$ cat config.mk
export PLATFORM = sky130hd
export DESIGN_NAME = i2s_deserializer
export DESIGN_NICKNAME = d
export VERILOG_FILES = /design/src/rtl/i2s_deserializer.sv
export SDC_FILE = /design/constraint.sdc
export NUM_CORES = 1
export LEC_CHECK = 0
export CAP_MARGIN = 20
export CORE_UTILIZATION = 52
export DETAILED_ROUTE_END_ITERATION = 6
export GPL_TIMING_DRIVEN = 0
export PLACE_DENSITY = 0.78
export SYNTH_ARGS = -nofsm -noshare
export SYNTH_HDL_FRONTEND = slang
export SYNTH_SLANG_ARGS = --single-unit
$ cat constraint.sdc
create_clock -name BCLK -period 3 [get_ports BCLK]
set_input_delay 0.6 -clock BCLK [delete_from_list [all_inputs] [get_ports BCLK]]
set_output_delay 0.6 -clock BCLK [all_outputs]
set_load 0.02 [all_outputs]
$ cat src/rtl/i2s_deserializer.sv
// ---------------------------------------------------------------------------
// i2s_deserializer
//
// I2S capture path. LRCLK and ADCDAT are both sampled as data on the rising
// edge of BCLK. MSB-first words are reassembled into per-channel parallel
// registers. Each register is accompanied by a one-cycle valid strobe. A frame
// strobe fires when a left word and the following right word both complete.
// A slot that ends before a full word has been captured raises a one-cycle
// error strobe.
//
// Ports:
//   BCLK          bit clock, all logic on its rising edge
//   RESET         asynchronous active-high reset
//   LRCLK         word clock, sampled as data on rising BCLK
//   ADCDAT        serial data, sampled on rising BCLK
//   LEFT_CHANNEL  last complete left word
//   RIGHT_CHANNEL last complete right word
//   LEFT_VALID    one-cycle pulse, LEFT_CHANNEL just updated
//   RIGHT_VALID   one-cycle pulse, RIGHT_CHANNEL just updated
//   FRAME_VALID   one-cycle pulse, left then right word of a frame completed
//   SLOT_ERR      one-cycle pulse, slot ended before DATA_WIDTH bits arrived
// ---------------------------------------------------------------------------
module i2s_deserializer #(
    parameter int   DATA_WIDTH = 16,
    parameter logic LEFT_LEVEL = 1'b1
) (
    input  logic                  BCLK,
    input  logic                  RESET,
    input  logic                  LRCLK,
    input  logic                  ADCDAT,
    output logic [DATA_WIDTH-1:0] LEFT_CHANNEL,
    output logic [DATA_WIDTH-1:0] RIGHT_CHANNEL,
    output logic                  LEFT_VALID,
    output logic                  RIGHT_VALID,
    output logic                  FRAME_VALID,
    output logic                  SLOT_ERR
);

    localparam int CNT_W = (DATA_WIDTH > 1) ? $clog2(DATA_WIDTH) : 1;
    localparam logic [CNT_W-1:0] LAST_BIT = CNT_W'(DATA_WIDTH - 1);

    typedef enum logic [1:0] {
        PRIME,
        SYNC,
        SHIFT,
        DONE
    } state_t;

    state_t                state;
    state_t                state_next;
    logic                  lr_d;
    logic [CNT_W-1:0]      bit_cnt;
    logic [CNT_W-1:0]      bit_cnt_next;
    logic [DATA_WIDTH-1:0] shift_reg;
    logic [DATA_WIDTH-1:0] shift_next;
    logic                  slot_left;
    logic                  slot_left_next;
    logic                  left_done;
    logic                  left_done_next;
    logic [DATA_WIDTH-1:0] left_next;
    logic [DATA_WIDTH-1:0] right_next;
    logic                  left_valid_next;
    logic                  right_valid_next;
    logic                  frame_valid_next;
    logic                  slot_err_next;

    logic                  lr_edge;
    logic                  new_is_left;
    logic [DATA_WIDTH-1:0] word;
    logic                  do_start;
    logic                  do_shift;
    logic                  do_complete;
    logic                  do_error;

    // An LRCLK transition only counts once lr_d holds a real sample, i.e.
    // after the PRIME cycle. The word being assembled always includes the
    // bit sampled on this very edge so the LSB can land on a slot boundary.
    assign lr_edge     = (state != PRIME) && (LRCLK != lr_d);
    assign new_is_left = (LRCLK == LEFT_LEVEL);
    assign word        = {shift_reg[DATA_WIDTH-2:0], ADCDAT};

    // Next-state decode. The state machine only decides which actions happen
    // this cycle (start a slot, shift, complete a word, flag a short slot);
    // the actions are then applied uniformly below so that a completion and
    // a slot restart can coincide on back-to-back full-length slots.
    always_comb begin
        state_next       = state;
        do_start         = 1'b0;
        do_shift         = 1'b0;
        do_complete      = 1'b0;
        do_error         = 1'b0;

        case (state)
            PRIME: begin
                state_next = SYNC;
            end
            SYNC: begin
                if (lr_edge) begin
                    do_start = 1'b1;
                end
            end
            SHIFT: begin
                if (bit_cnt == LAST_BIT) begin
                    do_complete = 1'b1;
                    if (lr_edge) begin
                        do_start = 1'b1;
                    end else begin
                        state_next = DONE;
                    end
                end else if (lr_edge) begin
                    do_error = 1'b1;
                    do_start = 1'b1;
                end else begin
                    do_shift = 1'b1;
                end
            end
            DONE: begin
                if (lr_edge) begin
                    do_start = 1'b1;
                end
            end
            default: begin
                state_next = SYNC;
            end
        endcase

        if (do_start) begin
            state_next = SHIFT;
        end
    end

    // Datapath updates driven by the actions chosen above. Strobes default to
    // zero every cycle so none of them can ever last longer than one BCLK.
    // A short slot clears left_done so a frame strobe always needs a clean
    // left word followed directly by a clean right word.
    always_comb begin
        bit_cnt_next     = bit_cnt;
        shift_next       = shift_reg;
        slot_left_next   = slot_left;
        left_done_next   = left_done;
        left_next        = LEFT_CHANNEL;
        right_next       = RIGHT_CHANNEL;
        left_valid_next  = 1'b0;
        right_valid_next = 1'b0;
        frame_valid_next = 1'b0;
        slot_err_next    = 1'b0;

        if (do_shift) begin
            shift_next   = word;
            bit_cnt_next = bit_cnt + 1'b1;
        end

        if (do_complete) begin
            if (slot_left) begin
                left_next       = word;
                left_valid_next = 1'b1;
                left_done_next  = 1'b1;
            end else begin
                right_next       = word;
                right_valid_next = 1'b1;
                if (left_done) begin
                    frame_valid_next = 1'b1;
                end
                left_done_next = 1'b0;
            end
        end

        if (do_error) begin
            slot_err_next  = 1'b1;
            left_done_next = 1'b0;
        end

        if (do_start) begin
            bit_cnt_next   = '0;
            shift_next     = '0;
            slot_left_next = new_is_left;
        end
    end

    // State register and all registered outputs. Reset may arrive at any
    // point, including mid-slot, and forces a fresh PRIME/SYNC sequence.
    always_ff @(posedge BCLK or posedge RESET) begin
        if (RESET) begin
            state         <= PRIME;
            lr_d          <= 1'b0;
            bit_cnt       <= '0;
            shift_reg     <= '0;
            slot_left     <= 1'b0;
            left_done     <= 1'b0;
            LEFT_CHANNEL  <= '0;
            RIGHT_CHANNEL <= '0;
            LEFT_VALID    <= 1'b0;
            RIGHT_VALID   <= 1'b0;
            FRAME_VALID   <= 1'b0;
            SLOT_ERR      <= 1'b0;
        end else begin
            state         <= state_next;
            lr_d          <= LRCLK;
            bit_cnt       <= bit_cnt_next;
            shift_reg     <= shift_next;
            slot_left     <= slot_left_next;
            left_done     <= left_done_next;
            LEFT_CHANNEL  <= left_next;
            RIGHT_CHANNEL <= right_next;
            LEFT_VALID    <= left_valid_next;
            RIGHT_VALID   <= right_valid_next;
            FRAME_VALID   <= frame_valid_next;
            SLOT_ERR      <= slot_err_next;
        end
    end

endmodule

# --- Word-level counts from Yosys, hierarchy flattened ---
# Cells that the tools add are included.
totals:
  ff_bits: 60
  latchBits: 0
  ramBits: 0
  romBits: 0
  in_bits: 4
  word_cells: 58
  n_memories: 0
classes:
  n_addsub: 1
  n_mul: 0
  n_div: 0
  n_lt_le_gt_ge: 0
  n_eq_ne: 7
  shifts: 0
  mux: 27
  bitwise: 1
  n_reduce_logical: 10
ops:
  columns: ["cell", "n"]
  rows:
  - ["15-bit 2-to-1 mux", 2]
  - ["1-bit 2-to-1 mux", 19]
  - ["4-bit 2-to-1 mux", 2]
  - ["2-bit 2-to-1 mux", 3]
  - ["3-bit inequality test (second input constant)", 2]
  - ["2-bit nonzero test", 3]
  - ["4-bit by 1-bit adder with 4-bit output (second input constant)", 1]
  - ["2-bit == test (second input constant)", 2]
  - ["4-bit == test (second input constant)", 1]
  - ["2-bit case mux with 2 select lines", 1]
  - ["2-bit AND reduction", 2]
  - ["3-bit AND reduction", 1]
  - ["3-bit nonzero test", 1]
  - ["3-bit OR reduction", 1]
  - ["2-bit by 1-bit == test with 1-bit output (second input constant)", 1]
  - ["2-bit zero test", 1]
  - ["1-bit logical AND", 1]
  - ["1-bit inequality test", 1]
  - ["1-bit NOT", 1]

# --- Depth between registers and ports, before layout ---
# Gate-level depths: netlist of the first run.
logic_depth:
  word_depth: 7
  ltp_mapped: 6
  depth_no_buf: 4

# --- Worst setup path before layout of the first run ---
# No wires, ideal clock.
synth_timing:
  path_kind: "flip-flop to flip-flop"
  from: "register bit_cnt[0]"
  to: "register LEFT_CHANNEL[0]"
  setup_ps: 125
  t_arrival_ps: 1645
  required_time_ps: 2875
  slack_ps: 1231
  stages_incl_launch_ff: 7
  n_path_buf: 2
  cell_sequence: "dfrtp_1 ha_1 and3_1 buf_2 nand3_4 buf_2 mux2_2"
synth_via:
  elab_chain_len: 4
synth_lines:
  columns: ["element", "line_no", "rtl"]
  rows:
  - ["start: declaration", "52", "logic [CNT_W-1:0] bit_cnt;"]
  - ["start signal: assignment", "199", "bit_cnt <= bit_cnt_next;"]
  - ["4-bit == test", "103", "if (bit_cnt == LAST_BIT) begin"]
  - ["1-bit 2-to-1 mux", "103", null]
  - ["1-bit 2-to-1 mux", "93", "case (state)"]
  - ["2-bit AND reduction (no line)", null, null]
  - ["end signal: assignment", "203", "LEFT_CHANNEL <= left_next;"]
  - ["end: declaration", "31", "output logic [DATA_WIDTH-1:0] LEFT_CHANNEL,"]
# Every way passes these cells.
# A chain may end at the register's enable or synchronous reset.

# --- Worst setup path after layout of the first run ---
layout_timing:
  from: "input LRCLK"
  to: "register shift_reg[7]"
layout_via:
  elab_chain_len: 6
  word_cells_on_any_way: 9
  cone_classes: "eq/ne: 1; mux: 6; reduce/logical: 2"
layout_lines:
  columns: ["element", "line_no", "rtl"]
  rows:
  - ["start: declaration", "29", "input logic LRCLK,"]
  - ["1-bit inequality test (*)", "78", "assign lr_edge = (state != PRIME) && (LRCLK != lr_d);"]
  - ["1-bit logical AND (*)", "78", null]
  - ["1-bit 2-to-1 mux", "110", "end else if (lr_edge) begin"]
  - ["1-bit 2-to-1 mux", "103", null]
  - ["1-bit 2-to-1 mux", "93", null]
  - ["2-bit nonzero test (no line)", null, null]
  - ["end signal: assignment", "200", "shift_reg <= shift_next;"]
  - ["end: declaration", "54", "logic [DATA_WIDTH-1:0] shift_reg;"]
# Every way passes the cells marked *; elsewhere a longest branch is shown, timed or not.

==> metrics.yaml, run 1 <==
cts_resized: 0
fin_skew_ns: 0.00927
crit_slowest_cell: "xnor2_1"
r2r-end: "LEFT_CHANNEL[0]"
synthArstFlopShare: 1.00
cp_slowest_stage_delay_ns: 0.52
synthCells: 154
drive_gt1_frac: 0.300
grt-ovfl-total: 0
slew_violations: 0
setup_ws_ns: 0.876
postSynthAreaPerCell_um2: 15.5
die_y_um: 69.7
postCtsSetupBuffers: 0
final_cell_mix: "dfrtp_1, clkdlybuf4s50_1, mux2_2, a22o_1, clkbuf_8"
setup_tns_ns: 0
drtAntennaViolNets: 0
cp.arrival_ns: 2.40
ff2ff_path_depth: 6
grt_pass1_wl_mm: 7.42
start_util: 0.544
antennaDiodeCount: 0
period_needed_ns: 2.12
wl_per_cell_um: 16.9
r2r-start: "bit_cnt[0]"
synth-seq-cells: 60
hold_class: "reg -> reg"
portBuffers: 39
dieArea_um2: 4860
ioPinCount: 40
postLayoutCoreUtil: 0.710
drc: 0
cts_hold_buf: 0
netlist_area_um2: 2390
grt_usage: 0.202
areaGrowthSynthToFinish_pct: 30.4
htree_num_levels: 3
crit_type: "in -> reg"
synth-edff-count: 0
clk_path_buf_depth: 2
final_common_cell: "dfrtp_1"
core.rowCount: 24
final_nets: 210
setup_viol: 0
worstSetupStartpointType: "input port"
cts_buffers: 9
synth_nets: 159
period_share: 0.708
fillers: 293
path_cells: "clkdlybuf4s50_1 > xnor2_1 > a2bb2oi_2 > buf_4 > a22o_1"
drtIter0Drc: 95
synth_warnings: 0
root_buffer: "clkbuf_8"
routed_wl_mm: 4.42
synth_flop_cell: "dfrtp_1"
num_vias: 1492
p_leak_uw: 0.00146
rsz0062_at_grt: "false"
core_um2: 4380
hold_depth: 1
cts_sinks: 60
drv_cap: 0
hold_violations: 0
status: "finished, final reports clean"
critical-path-top-delay-family: "buffers and inverters"
worst-slew-pin-transition_ns: 0.592
rrSetupSlack_ns: 0.99
holdPathEnd: "RIGHT_CHANNEL[5]"
clk_latency_ns: 0.34
ir_worst_vdd_uv: 523
fmax_mhz: 471
path_clk_slew_ns: 0.07
synth_seq_area_share: 0.629
max-slew-margin-rel: 0.603
crit_fanout: 10
hpwlAfterDp_mm: 3.03
grt_antenna_before_repair: 0
cellPowerDensity_nw_per_um2: 655
timing.hold.ws_ns: 0.508
routed_via_density: 5.69
place_congestion: 0.764
min-delay-start: "RIGHT_CHANNEL[5]"
grt_max_degree: 37
required_ns: 3.27
die_w_um: 69.7
firstDrtPassIters: 4
dpl_worst_slack_ns: 0.554
ys_types: 32
path_buf_inv: 2
cts_tree: "done"
grt_pass1_vias: 1508
cp-end-kind: "register"
## power breakdown
group	switching [uW]	internal [uW]	leakage [uW]	total (uW)
clock	307	596	0.000127	903
combinational	133	105	0.000516	238
sequential	47.5	850	0.000820	898
## synthesized netlist by cell type (all sizes together) (2+ instances only)
library cell,n,area share
inv,4,0.0063
nor3,3,0.016
nor2,2,0.0031
buf,7,0.027
dfrtp,60,0.63
mux2,32,0.17
o311ai,2,0.0073
nand3,5,0.016
a22o,16,0.059
nor2b,2,0.0052
nand2,2,0.0031
o21ai,4,0.0084
or4,2,0.0063
## worst max path at each step
stage / from / endpoint / slack, ns / cells past startpoint
2_1_floorplan: RESET / FRAME_VALID / 0.92 / 1
3_3_place_gp: RESET / RIGHT_CHANNEL[0] / 0.03 / 2
3_5_place_dp: LRCLK / shift_reg[7] / 0.55 / 5
4_1_cts: LRCLK / shift_reg[7] / 0.89 / 5
5_1_grt: LRCLK / shift_reg[7] / 0.76 / 5
6_report: LRCLK / shift_reg[7] / 0.88 / 5
## layout make-up
cell class | count | area [um^2] | share of cell area
buffer | 7 | 65.1 | 0.0209
inverter | 4 | 15.0 | 0.00483
clock buffer | 12 | 155 | 0.0499
multi-input combinational | 83 | 805 | 0.259
sequential | 60 | 1500 | 0.483
timing repair buffer | 40 | 410 | 0.132
tap | 52 | 65.1 | 0.0209
clock inverter | 4 | 95.1 | 0.0306
## per-layer routing
layer / wire length (um) / vias up / global-route usage
met5: 0 / - / 0
met1: 1930 / 764 / 0.257
met4: 82 / 0 / 0.102
met2: 2160 / 52 / 0.315
met3: 245 / 9 / 0.0596
li1: - / 667 / -
## logic make-up (layout without fill, tap and decap cells)
| group | Yosys count | in the layout | synth area share |
|---|---|---|---|
| and+or+nand+nor | 20 | 20 | 0.0640 |
| xor gates and xnor gates | 2 | 2 | 0.00734 |
| DFF | 60 | 60 | 0.629 |
| adders and majority gates | 1 | 1 | 0.00524 |
| buffers and inverters | 11 | 67 | 0.0336 |
| muxes | 32 | 32 | 0.165 |
| AOI/OAI and AO/OA | 28 | 28 | 0.0954 |
## through the flow
stage / total power (uW) / cells / instance area, um^2
4_1_cts: 2050 / 262 / 3110
3_3_place_gp: 1130 / 245 / 2840
3_5_place_dp: 1150 / 246 / 2860
2_1_floorplan: 1080 / 154 / 2390
5_1_grt: 2110 / 262 / 3110
6_report: 2040 / 262 / 3110
No activity file was read; power rests on OpenSTA's default activity.
==> run 2, diff against run 1 <==
Settings changed: CORE_UTILIZATION 52 to 47, PLACE_DENSITY 0.78 to 0.75.
Clock period 3 ns to 1.8 ns, I/O delays scaled along.
==> run 2 against run 1 <==
Net effect:
- global-route usage increased by 0.72 points
- setup slack got worse by 0.81 ns
- combinational power up 97%
- clock skew fell by 0.0036 ns
- sequential share of layout area fell by 1.3 points
- clock power increased by 18%
- cell count up 8.0%
- design area increased by 2.8%
- total power up 49%
- register-to-register slack worse by 0.93 ns
- first-iteration DRC count rose by 45%
==> metrics.yaml, run 2 (synthesis gave the netlist of run 1 again) <==
grt_antenna_before_repair: 0  # unchanged
slew_violations: 0  # unchanged
grt_usage: 0.209  # was 0.202
hpwlAfterDp_mm: 3.09  # was 3.03 mm
portBuffers: 39  # unchanged
register_area_um2: 1500  # unchanged
grt_pass1_wl_mm: 8.14  # was 7.42 mm
routed_via_density: 5.27  # was 5.69
final_cell_area_um2: 3200  # was 3110 um^2
final_common_cell: "dfrtp_1"  # unchanged
drive_gt1_frac: 0.333  # was 0.300
core.rowCount: 25  # was 24
pwr-share-seq: 0.493  # was 0.440
cts_buffers: 9  # unchanged
setup_viol: 0  # unchanged
clk_latency_ns: 0.32  # was 0.34 ns
grt-ovfl-total: 0  # unchanged
rsz0062_at_grt: "false"  # unchanged
met2WireLength_mm: 2.39  # was 2.16 mm
fmax_mhz: 576
setup_tns_ns: 0  # unchanged
setup_ws_ns: 0.0636  # was 0.876 ns
root_buffer: "clkbuf_8"  # unchanged
final_cell_mix: "dfrtp_1, clkdlybuf4s50_1, mux2_2, a22o_1, clkbuf_8"  # unchanged
hold_violations: 0  # unchanged
path_cells: "ha_2 > and3_1 > buf_2 > nand3_4 > buf_6 > mux2_2"  # was clkdlybuf4s50_1 > xnor2_1 > a2bb2oi_2 > buf_4 > a22o_1
dieArea_um2: 5370  # was 4860 um^2
ioPinCount: 40  # unchanged
drv_cap: 0  # unchanged
areaGrowthSynthToFinish_pct: 34.1  # was 30.4%
switching_share: 0.264  # was 0.239
antennaDiodeCount: 0  # unchanged
multiInputGateArea_um2: 850  # was 805 um^2
period_share: 0.965
period_needed_ns: 1.74
drtAntennaViolNets: 0  # unchanged
crit_type: "reg -> reg"  # was in -> reg
ff2ff_path_depth: 6  # unchanged
highest_layer: "met4"  # unchanged
grt_pass1_vias: 1600  # was 1,508
p_leak_uw: 0.00148  # was 0.00146 uW
power_frac_comb: 0.154  # was 0.117
p_sw_uw: 802  # was 488 uW
crit_fanout: 10  # unchanged
grt_max_degree: 36  # was 37
cellPowerDensity_nw_per_um2: 949  # was 655 nW/um^2
fin_skew_ns: 0.00566  # was 0.00927 ns
intPower_uw: 2230  # was 1550 uW
numPlacedInstances: 261  # was 246
worst-slew-pin-transition_ns: 0.587  # was 0.592 ns
final_cells: 283  # was 262
ir_worst_vdd_uv: 567  # was 523 uV
drc: 0  # unchanged
firstDrtPassIters: 4  # unchanged
cts_tree: "done"  # unchanged
path_clk_slew_ns: 0.06  # was 0.07 ns
cts_sinks: 60  # unchanged
hold_class: "in -> async"  # was reg -> reg
max-slew-margin-rel: 0.608  # was 0.603
wl_met3_um: 132  # was 245 um
place_congestion: 0.775  # was 0.764
fillers: 363  # was 293
wl_met1_mm: 2.07  # was 1.93 mm
status: "finished, final reports clean"  # unchanged
required_ns: 2.01  # was 3.27 ns
htree_num_levels: 3  # unchanged
num_vias: 1491  # was 1,492
die_y_um: 73.3  # was 69.7 um
drtIter0Drc: 138  # was 95
die_w_um: 73.3  # was 69.7 um
cp.arrival_ns: 1.95  # was 2.40 ns
cp-end-kind: "register"  # unchanged
timing.hold.ws_ns: 0.456  # was 0.508 ns
clkPwrFrac: 0.353  # was 0.443
dpl_cell_area_um2: 2880  # was 2860 um^2
final_nets: 218  # was 210
wl_per_cell_um: 16.6  # was 16.9 um
crit_slowest_cell: "dfrtp_1"  # was xnor2_1
worstSetupStartpointType: "register"  # was input port
core_um2: 4820  # was 4380 um^2
dpl_worst_slack_ns: -0.466  # was 0.554 ns
routed_wl_mm: 4.69  # was 4.42 mm
clk_path_buf_depth: 2  # unchanged
cp_slowest_stage_delay_ns: 0.40  # was 0.52 ns
start_util: 0.495  # was 0.544
## run 2: changes by cell type in the layout (fill, tap and decap cells not counted), sizes merged
cell      before  now
clkbuf        12   13
inv            4    3
buf            8   16
bufinv         3    0
clkinvlp       0    2
clkinv         1    0
## run 2: worst paths after layout
path / slack (ns) / end / startpoint
worst max-delay path: 0.06 / LEFT_CHANNEL[2] / bit_cnt[0]
worst min-delay path: 0.46 / RIGHT_CHANNEL[8] / RESET
worst max register to register: 0.06 / LEFT_CHANNEL[2] / bit_cnt[0]
worst min register to register: 0.50 / LEFT_CHANNEL[7] / LEFT_CHANNEL[7]
max in group asynchronous: 0.79 / RIGHT_CHANNEL[11] / RESET
min in group BCLK: 0.50 / LEFT_CHANNEL[7] / LEFT_CHANNEL[7]
## run 2: repair_timing
| action | in CTS | in global routing |
|---|---|---|
| hold buffers | 0 | 0 |
| setup endpoints to repair | 36 | 30 |
| pin swaps | 3 | 0 |
| buffers inserted | 7 | 1 |
| gates resized for setup | 6 | 3 |
| cloned | 0 | 0 |
| endpoints found under the hold margin | 0 | 0 |
## run 2: through the flow
stage | power [uW] | utilization
2_1_floorplan | 1800 | -
3_3_place_gp | 1890 | 0.595
3_5_place_dp | 1910 | 0.599
4_1_cts | 3020 | 0.656
5_1_grt | 3180 | 0.664
6_report | 3030 | 0.664
## run 2: worst max-delay path, delay by kind of cell, from the launching register on
kind / cells / cell delay, ns
DFF: 1 / 0.40
muxes: 1 / 0.35
and+or+nand+nor: 2 / 0.31
buffers and inverters: 2 / 0.34
adders and majority gates: 1 / 0.23
## run 2: layout make-up
type | count | share of cell area
buffer | 7 | 0.0231
multi-input combinational | 83 | 0.266
clock buffer | 13 | 0.0528
timing repair buffer | 48 | 0.155
clock inverter | 1 | 0.00235
sequential | 60 | 0.469
inverter | 4 | 0.00587
tap | 67 | 0.0262
## run 2: power groups by stage
| stage | Sequential [uW] | Combinational, uW | Clock, uW |
|---|---|---|---|
| global route | 1500 | 515 | 1170 |
| floorplan | 1510 | 292 | 0 |
| detailed placement | 1520 | 396 | 0 |
| global placement | 1510 | 375 | 0 |
| CTS | 1490 | 427 | 1100 |
| finish | 1490 | 469 | 1070 |
## run 2: routing by layer
metal / vias to the layer above / global-route usage
met5: - / 0
li1: 686 / -
met3: 8 / 0.0494
met1: 761 / 0.268
met2: 36 / 0.325
met4: 0 / 0.122
==> run 3, diff against run 2 <==
Settings changed: SLEW_MARGIN set to 20.
==> results of run 3 <==
No change in the layout: final DEF, timing and power equal those of run 2.
